<file path="src/rtl/vx_ipdom_pkg.sv">
// Shared types and state encoding for the per-warp IPDOM split/join sequencer.
// Stack entries are laid out as {mask, pc}, with the mask in the upper bits.
package vx_ipdom_pkg;

  localparam int IPDOM_NT   = 4;
  localparam int IPDOM_PC_W = 32;

  localparam logic [2:0] ST_IDLE   = 3'd0;
  localparam logic [2:0] ST_PUSH   = 3'd1;
  localparam logic [2:0] ST_READ   = 3'd2;
  localparam logic [2:0] ST_POP    = 3'd3;
  localparam logic [2:0] ST_SETTLE = 3'd4;

  typedef enum logic [2:0] {
    IDLE   = ST_IDLE,
    PUSH   = ST_PUSH,
    READ   = ST_READ,
    POP    = ST_POP,
    SETTLE = ST_SETTLE
  } ipdom_state_e;

  typedef struct packed {
    logic [IPDOM_NT-1:0]   mask;
    logic [IPDOM_PC_W-1:0] pc;
  } ipdom_entry_t;

endpackage

</file>
<file path="src/rtl/vx_ipdom_sequencer.sv">
// Per-warp split/join sequencer that drives one IPDOM stack instance.
// Every output is registered; the SETTLE state gives the stack a cycle to update its pointers.
module vx_ipdom_sequencer
  import vx_ipdom_pkg::*;
#(
  parameter int NUM_THREADS = 4,
  parameter int PC_W        = 32,
  localparam int ENTRY_W    = NUM_THREADS + PC_W
) (
  input  logic                   clk,
  input  logic                   reset,
  input  logic                   req_valid,
  output logic                   req_ready,
  input  logic                   req_is_split,
  input  logic [NUM_THREADS-1:0] req_tmask,
  input  logic [NUM_THREADS-1:0] req_then_mask,
  input  logic [PC_W-1:0]        req_pc_else,
  output logic                   rsp_valid,
  output logic [NUM_THREADS-1:0] rsp_tmask,
  output logic                   rsp_br_valid,
  output logic [PC_W-1:0]        rsp_br_pc,
  output logic                   stk_push,
  output logic                   stk_pop,
  output logic                   stk_pair,
  output logic [ENTRY_W-1:0]     stk_q1,
  output logic [ENTRY_W-1:0]     stk_q2,
  input  logic [ENTRY_W-1:0]     stk_d,
  input  logic                   stk_index,
  input  logic                   stk_empty,
  input  logic                   stk_full,
  output logic                   err_overflow,
  output logic                   err_underflow,
  output logic                   busy
);

  ipdom_state_e state;
  logic         read_empty;

  logic [NUM_THREADS-1:0] then_m;
  logic [NUM_THREADS-1:0] else_m;
  logic                   divergent;

  assign then_m    = req_then_mask & req_tmask;
  assign else_m    = ~req_then_mask & req_tmask;
  assign divergent = (then_m != '0) && (then_m != req_tmask);

  // The split response is decided at the handshake edge, so it is already
  // visible in PUSH. An empty join answers immediately from READ, while a
  // non-empty join answers one cycle later from POP using the stack top seen
  // in READ.
  always_ff @(posedge clk or posedge reset) begin
    if (reset) begin
      state         <= IDLE;
      read_empty    <= 1'b0;
      req_ready     <= 1'b1;
      rsp_valid     <= 1'b0;
      rsp_tmask     <= '0;
      rsp_br_valid  <= 1'b0;
      rsp_br_pc     <= '0;
      stk_push      <= 1'b0;
      stk_pop       <= 1'b0;
      stk_pair      <= 1'b0;
      stk_q1        <= '0;
      stk_q2        <= '0;
      err_overflow  <= 1'b0;
      err_underflow <= 1'b0;
      busy          <= 1'b0;
    end else begin
      rsp_valid    <= 1'b0;
      rsp_br_valid <= 1'b0;
      stk_push     <= 1'b0;
      stk_pop      <= 1'b0;
      case (state)
        IDLE: begin
          if (req_valid && req_ready) begin
            req_ready <= 1'b0;
            busy      <= 1'b1;
            if (req_is_split) begin
              state     <= PUSH;
              rsp_valid <= 1'b1;
              if (stk_full) begin
                err_overflow <= 1'b1;
                rsp_tmask    <= req_tmask;
                rsp_br_pc    <= '0;
              end else begin
                stk_push <= 1'b1;
                stk_q1   <= {req_tmask, {PC_W{1'b0}}};
                if (divergent) begin
                  stk_pair  <= 1'b1;
                  stk_q2    <= {else_m, req_pc_else};
                  rsp_tmask <= then_m;
                end else begin
                  stk_pair     <= 1'b0;
                  stk_q2       <= '0;
                  rsp_tmask    <= req_tmask;
                  rsp_br_valid <= (then_m == '0);
                end
                rsp_br_pc <= req_pc_else;
              end
            end else begin
              state      <= READ;
              read_empty <= stk_empty;
              if (stk_empty) begin
                err_underflow <= 1'b1;
                rsp_valid     <= 1'b1;
                rsp_tmask     <= req_tmask;
              end
            end
          end
        end
        PUSH: state <= SETTLE;
        READ: begin
          if (read_empty) begin
            state <= SETTLE;
          end else begin
            state        <= POP;
            stk_pop      <= 1'b1;
            rsp_valid    <= 1'b1;
            rsp_tmask    <= stk_d[ENTRY_W-1 -: NUM_THREADS];
            rsp_br_valid <= ~stk_index;
            rsp_br_pc    <= stk_d[PC_W-1:0];
          end
        end
        POP: state <= SETTLE;
        SETTLE: begin
          state     <= IDLE;
          req_ready <= 1'b1;
          busy      <= 1'b0;
        end
        default: state <= IDLE;
      endcase
    end
  end

endmodule

</file>
<file path="config.mk">
export PLATFORM = sky130hd
export DESIGN_NAME = vx_ipdom_sequencer
export DESIGN_NICKNAME = d
export VERILOG_FILES = /design/src/rtl/vx_ipdom_pkg.sv /design/src/rtl/vx_ipdom_sequencer.sv
export SDC_FILE = /design/constraint.sdc
export NUM_CORES = 1
export LEC_CHECK = 0
export ABC_CLOCK_PERIOD_IN_PS = 5600
export CORE_AREA = 2 2 112 114
export CTS_BUF_LIST = sky130_fd_sc_hd__clkbuf_2 sky130_fd_sc_hd__clkbuf_4 sky130_fd_sc_hd__clkbuf_8
export DETAILED_ROUTE_END_ITERATION = 12
export DIE_AREA = 0 0 114 116
export DONT_BUFFER_PORTS = 1
export GPL_TIMING_DRIVEN = 0
export PLACE_DENSITY = 0.52
export SYNTH_ARGS = -nofsm -noshare
export SYNTH_HDL_FRONTEND = slang
export SYNTH_SLANG_ARGS = --single-unit
</file>
<file path="constraint.sdc">
create_clock -name clk -period 5.6 [get_ports clk]
set_clock_uncertainty 0.15 [all_clocks]
set_input_delay 0.56 -clock clk [delete_from_list [all_inputs] [get_ports clk]]
set_output_delay 0.56 -clock clk [all_outputs]
set_load 0.05 [all_outputs]
</file>
# --- Word level (Yosys, flattened, before mapping) ---
# Cells that the tools add are included.
word_totals:
  output_inout_bits: 117
  register_bits: 89
  elab_cells: 83
op_classes:
  muxes: 38
  n_eq_ne: 9
  reduce_logical: 15
  bitwise_logic: 6
op_table:
  columns: ["cell", "count"]
  rows:
  - ["$mux W32", 4]
  - ["$pmux W32 S2", 1]
  - ["$mux W36", 1]
  - ["$mux W4", 6]
  - ["$reduce_and A4 Y1", 5]
  - ["$mux W1", 17]
  - ["$pmux W3 S3", 1]
  - ["$and A4 B4 Y4", 2]
  - ["$pmux W1 S2", 4]
  - ["$pmux W4 S2", 1]
  - ["$eq A3 B2 Y1 const B", 2]
  - ["$mux W3", 2]
  - ["$ne A2 B2 Y1 const B", 3]
  - ["$logic_not A4 Y1", 1]
  - ["$ne A4 B4 Y1", 1]
  - ["$not A4 Y4", 1]
  - ["$reduce_bool A2 Y1", 2]
  - ["$reduce_bool A4 Y1", 1]
  - ["$eq A3 B1 Y1 const B", 1]
  - ["$eq A3 B3 Y1 const B", 1]
  - ["$logic_not A3 Y1", 1]
  - ["$ne A3 B3 Y1 const B", 1]
  - ["$not A1 Y1", 3]
  - ["$reduce_and A3 Y1", 1]
  - ["other kinds (4)", 5]

# --- Depth between registers and ports, before layout ---
logic_depth:
  depth_word: 8
  mapped_depth: 7
  ltp_nobuf: 4

# --- Worst setup path after synthesis ---
# OpenSTA, ideal clock, no wires.
synth_path:
  kind: "flip-flop to flip-flop"
  start: "register req_ready"
  end: "register stk_q1[32]"
  n_path_buf: 2
  t_required_ns: 5.325
  setup_time_ns: 0.125
  slack_ns: 3.461
  arrival_time_ns: 1.864
  path_stages_with_launch: 6
  period_less_slack_ns: 2.139
  path_cell_list: "dfstp_2 > nand3b_4 > or4_4 > buf_6 > buf_6 > mux2_4"
synth_between:
  elab_chain_len: 2
synth_lines:
  columns: ["item", "line_no", "source"]
  rows:
  - ["from (decl)", "vx_ipdom_sequencer.sv:13", "output logic req_ready,"]
  - ["from (signal assigned)", "vx_ipdom_sequencer.sv:55", "req_ready <= 1'b1;"]
  - ["from (signal assigned)", "vx_ipdom_sequencer.sv:76", "req_ready <= 1'b0;"]
  - ["from (signal assigned)", "vx_ipdom_sequencer.sv:127", "req_ready <= 1'b1;"]
  - ["$logic_and A1 B1 Y1", "vx_ipdom_sequencer.sv:75", "if (req_valid && req_ready) begin"]
  - ["$reduce_and A4 Y1 (no source line)", null, null]
  - ["to (signal assigned)", "vx_ipdom_sequencer.sv:87", "stk_q1 <= {req_tmask, {PC_W{1'b0}}};"]
  - ["to (decl)", "vx_ipdom_sequencer.sv:25", "output logic [ENTRY_W-1:0] stk_q1,"]
# No other way between the ends.
# A chain may end at the register's enable or synchronous reset.

# --- Worst setup path after layout ---
layout_path:
  start: "register req_ready"
  end: "register stk_q2[15]"
layout_between:
  elab_chain_len: 2
layout_lines:
  columns: ["item", "line_no", "source"]
  rows:
  - ["$logic_and A1 B1 Y1", "vx_ipdom_sequencer.sv:75", null]
  - ["$reduce_and A4 Y1 (no source line)", null, null]
  - ["to (signal assigned)", "vx_ipdom_sequencer.sv:90", "stk_q2 <= {else_m, req_pc_else};"]
  - ["to (decl)", "vx_ipdom_sequencer.sv:26", "output logic [ENTRY_W-1:0] stk_q2,"]
# No other way between the ends.

==> impl_results.md <==
* Simple-Gate Fraction of Synth Area at 14.20%
* Max Slew Vio Count at 0
* Worst path max stage delay at 0.75 ns
* Peak Freq at 0.4015 GHz
* Die Ht at 116 um
* Global-route wire length before repair at 17230 um
* Crit Path Max Fanout at 10
* CTS tree: yes
* Syn Area/Cell at 10.70 sq um
* Antenna diodes at 0
* Worst-Skew Late Latency at 0.34 ns
* Synth Area in XOR/XNOR at 0%
* Final ANT Viol Nets at 0
* Total number of vias at 2957
* Vias in the first global route at 3104
* Yosys cell types at 37
* Setup Total Neg Slack at 0 ns
* Max clock buf depth at 2
* Adder-cell area share of the yosys netlist at 0%
* Crit path max-delay family: simple AND/OR/NAND/NOR gates
* Vias/cell at 5.116
* Main combinational cell family by area after synthesis: compound AO/OA/AOI/OAI gates
* Leak Pwr at 2.147 nW
* Buf+Inv Stages, Crit Path at 2
* Outcome: finished, final reports clean
* Seq/Total Area, Yosys at 54.50%
* Startpoint types: flip-flop
* Max cap viols at 0
* 1st-iter DRT viols at 136
* WL final at 11400 um
* Starting Density at 34.33%
* RSZ-0062 raised after global routing: false
* Overflow after GRT at 0
* Worst path required time at 5.73 ns
* Peak VDD IR at 276.5 uV
* Compound-Gate Fraction of Synth Area at 19.55%
* Clock Tree Root: clkbuf_8
* Area Growth Syn to Fin at 13.92%
* Fillers at 1190
* Clock Sinks at 89
* Final cycle utilization of the critical path at 44.48%
* CP max-delay cell: dfstp_2
* Hold Violations, Final at 0
* WL per Instance at 19.72 um
* Core ar. at 0.01191 sq mm
* CTS Buf Count at 9
* CP Cell Sequence: nand3b_4, nor3_1, and4bb_1, buf_2, buf_4, a22o_1
* Worst setup EP type: flip-flop
* Synth Warn # at 0
* Mapped Area at 0.004089 sq mm
* Final Power at 3.103 mW
* Max-slew headroom at 48.21%
* P per Cell Area at 666.0 mW/mm^2
* # IOs at 200
* H-tree levels at 3
* Die area at 0.01322 sq mm
* Routability cong. at 0.7699
* Drt drc at 0
* Synthesized flop and latch total at 89
* Largest net degree at the start of global routing at 54
* Least-Margin Pin Slew at 0.7684 ns
* Fin crit period at 2.491 ns
* Initial antenna violation count at 0
* TritonRoute pass-1 iters at 4
* Post-synthesis instance total at 382
* GRT Total Usage at 17.13%
* Crit path arrival time at 2.62 ns
* Post-synthesis mux area share at 1.561%
* Share of cells above drive strength 1 at 18.10%
* Die width at 114 um
* CTS clk-pin slew, worst paths at 0.08 ns
* Final HPWL DP at 8581 um
* FP Rows at 40
* Hold Path Class: input pin to flip-flop
* IO buf count at 0
* Setup violation total in the final timing report at 0
* Critical path class: flip-flop to flip-flop
* Final nets at 509
==> layout make-up <==
| cell class | instances | area (sq um) | area share (%) |
|---|---|---|---|
| multi-input combinational | 256 | 1564 | 33.58 |
| timing repair buffer | 2 | 37.54 | 0.8058 |
| tap | 147 | 183.9 | 3.948 |
| buffer | 61 | 386.6 | 8.300 |
| sequential | 89 | 2228 | 47.84 |
| clock buffer | 11 | 151.4 | 3.250 |
| clock inverter | 5 | 77.57 | 1.665 |
| inverter | 7 | 28.78 | 0.6178 |
==> registers in the layout, summed over array words and instances, names as in the netlist, 3 cells and up <==
register	count
stk_q2	36
state	3
rsp_tmask	4
stk_q1	4
rsp_br_pc	32
==> cell usage after synthesis <==
cell,n,area [sq um]
dfstp_2,1,26.28
a32o_1,4,40.04
nand2b_1,7,43.79
o41ai_2,1,16.27
nand2b_4,1,13.76
a221oi_2,1,15.01
a31o_2,1,8.760
dfrtp_1,88,2202
nand4_1,1,6.260
conb_1,1,3.750
mux2_4,2,30.03
o21ai_0,3,15.01
nor3b_1,32,240.2
nor3_1,1,5.000
nand3b_4,1,20.02
a21o_1,3,22.52
a21boi_0,1,7.510
a21oi_1,65,325.3
buf_2,9,45.04
nand4b_1,1,8.760
clkbuf_1,11,41.29
buf_1,4,15.01
a31oi_1,4,25.02
nor3b_2,1,12.51
inv_1,7,26.28
and4bb_1,1,12.51
nor4_1,1,6.260
or4b_2,1,10.01
nand2_1,8,30.03
a22o_1,33,289.0
or4_4,1,11.26
o311ai_0,4,35.03
buf_4,35,262.8
mux2_2,3,33.78
and2_1,1,6.260
buf_6,2,22.52
nor2_1,41,153.9
==> power by group <==
part / leakage, nW / internal (mW) / switching, mW
registers: 1.11 / 0.891 / 1.08
clock network: 0.115 / 0.274 / 0.223
logic: 0.919 / 0.268 / 0.362
==> kinds of logic (layout without fill, tap and decap cells) <==
| logic type | count (synthesis) | in the layout |
|---|---|---|
| and+or+nand+nor | 99 | 99 |
| muxes | 5 | 5 |
| AOI/OAI and AO/OA | 120 | 120 |
| DFF | 89 | 89 |
| other | 1 | 32 |
| buffers and inverters | 68 | 86 |
==> metal layers <==
layer / vias up / share of wire (%) / global-route usage, %
met2: 134 / 49 / 28.41
met1: 1438 / 40 / 20.99
met3: 7 / 9.5 / 6.381
met4: 0 / 1.1 / 5.041
li1: 1378 / - / -
met5: - / 0 / 0
==> metrics by stage <==
stage	hold slack, ns	setup WS, ns	area, sq um	utilization (%)	cells
floorplan	0.3575	2.585	4205	-	413
global placement	0.3898	1.528	4389	36.85	560
detailed placement	0.3506	3.079	4419	37.10	561
CTS	0.1401	3.063	4658	39.11	578
global route	0.1521	2.942	4658	39.11	578
finish	0.1726	3.109	4658	39.11	578
==> worst paths after layout <==
check                                       start                        end  slack (ns)  cells after the start
setup / recovery            req_ready$_DFFE_PP1P_     stk_q2[15]$_DFFE_PP0P_        3.11                      6
hold / removal                       req_is_split         stk_push$_DFF_PP0_        0.17                      2
setup reg to reg            req_ready$_DFFE_PP1P_     stk_q2[15]$_DFFE_PP0P_        3.11                      6
hold reg to reg            read_empty$_DFFE_PP0P_     read_empty$_DFFE_PP0P_        0.41                      1
max in group asynchronous                   reset      req_ready$_DFFE_PP1P_        4.06                      3
min in group asynchronous                   reset  rsp_br_pc[11]$_DFFE_PP0P_        0.57                      2
==> cell usage in the layout, fill, tap and decap left out, types with 7 or more instances in the layout <==
master and count:
conb_1 32, nand2_1 8, a21oi_1 65, buf_4 35, a22o_1 33, clkbuf_1 11
nor3b_1 32, buf_2 9, nand2b_1 7, nor2_1 41, clkbuf_8 11, dfrtp_1 88
==> worst reg2reg max path, cell delays in order (launching register included) <==
cell and delay, ns:
dfstp_2 0.75, nand3b_4 0.15, nor3_1 0.44, and4bb_1 0.25
buf_2 0.29, buf_4 0.25, a22o_1 0.15
==> timing repair <==
action                                  4_1_cts  5_1_grt
endpoints found under the hold margin        36        0
setup buffers                                 0        0
endpoints found under the setup margin        0        0
hold buffers                                  1        0
resized for setup                             0        0
Power figures use the tool's default switching activity.
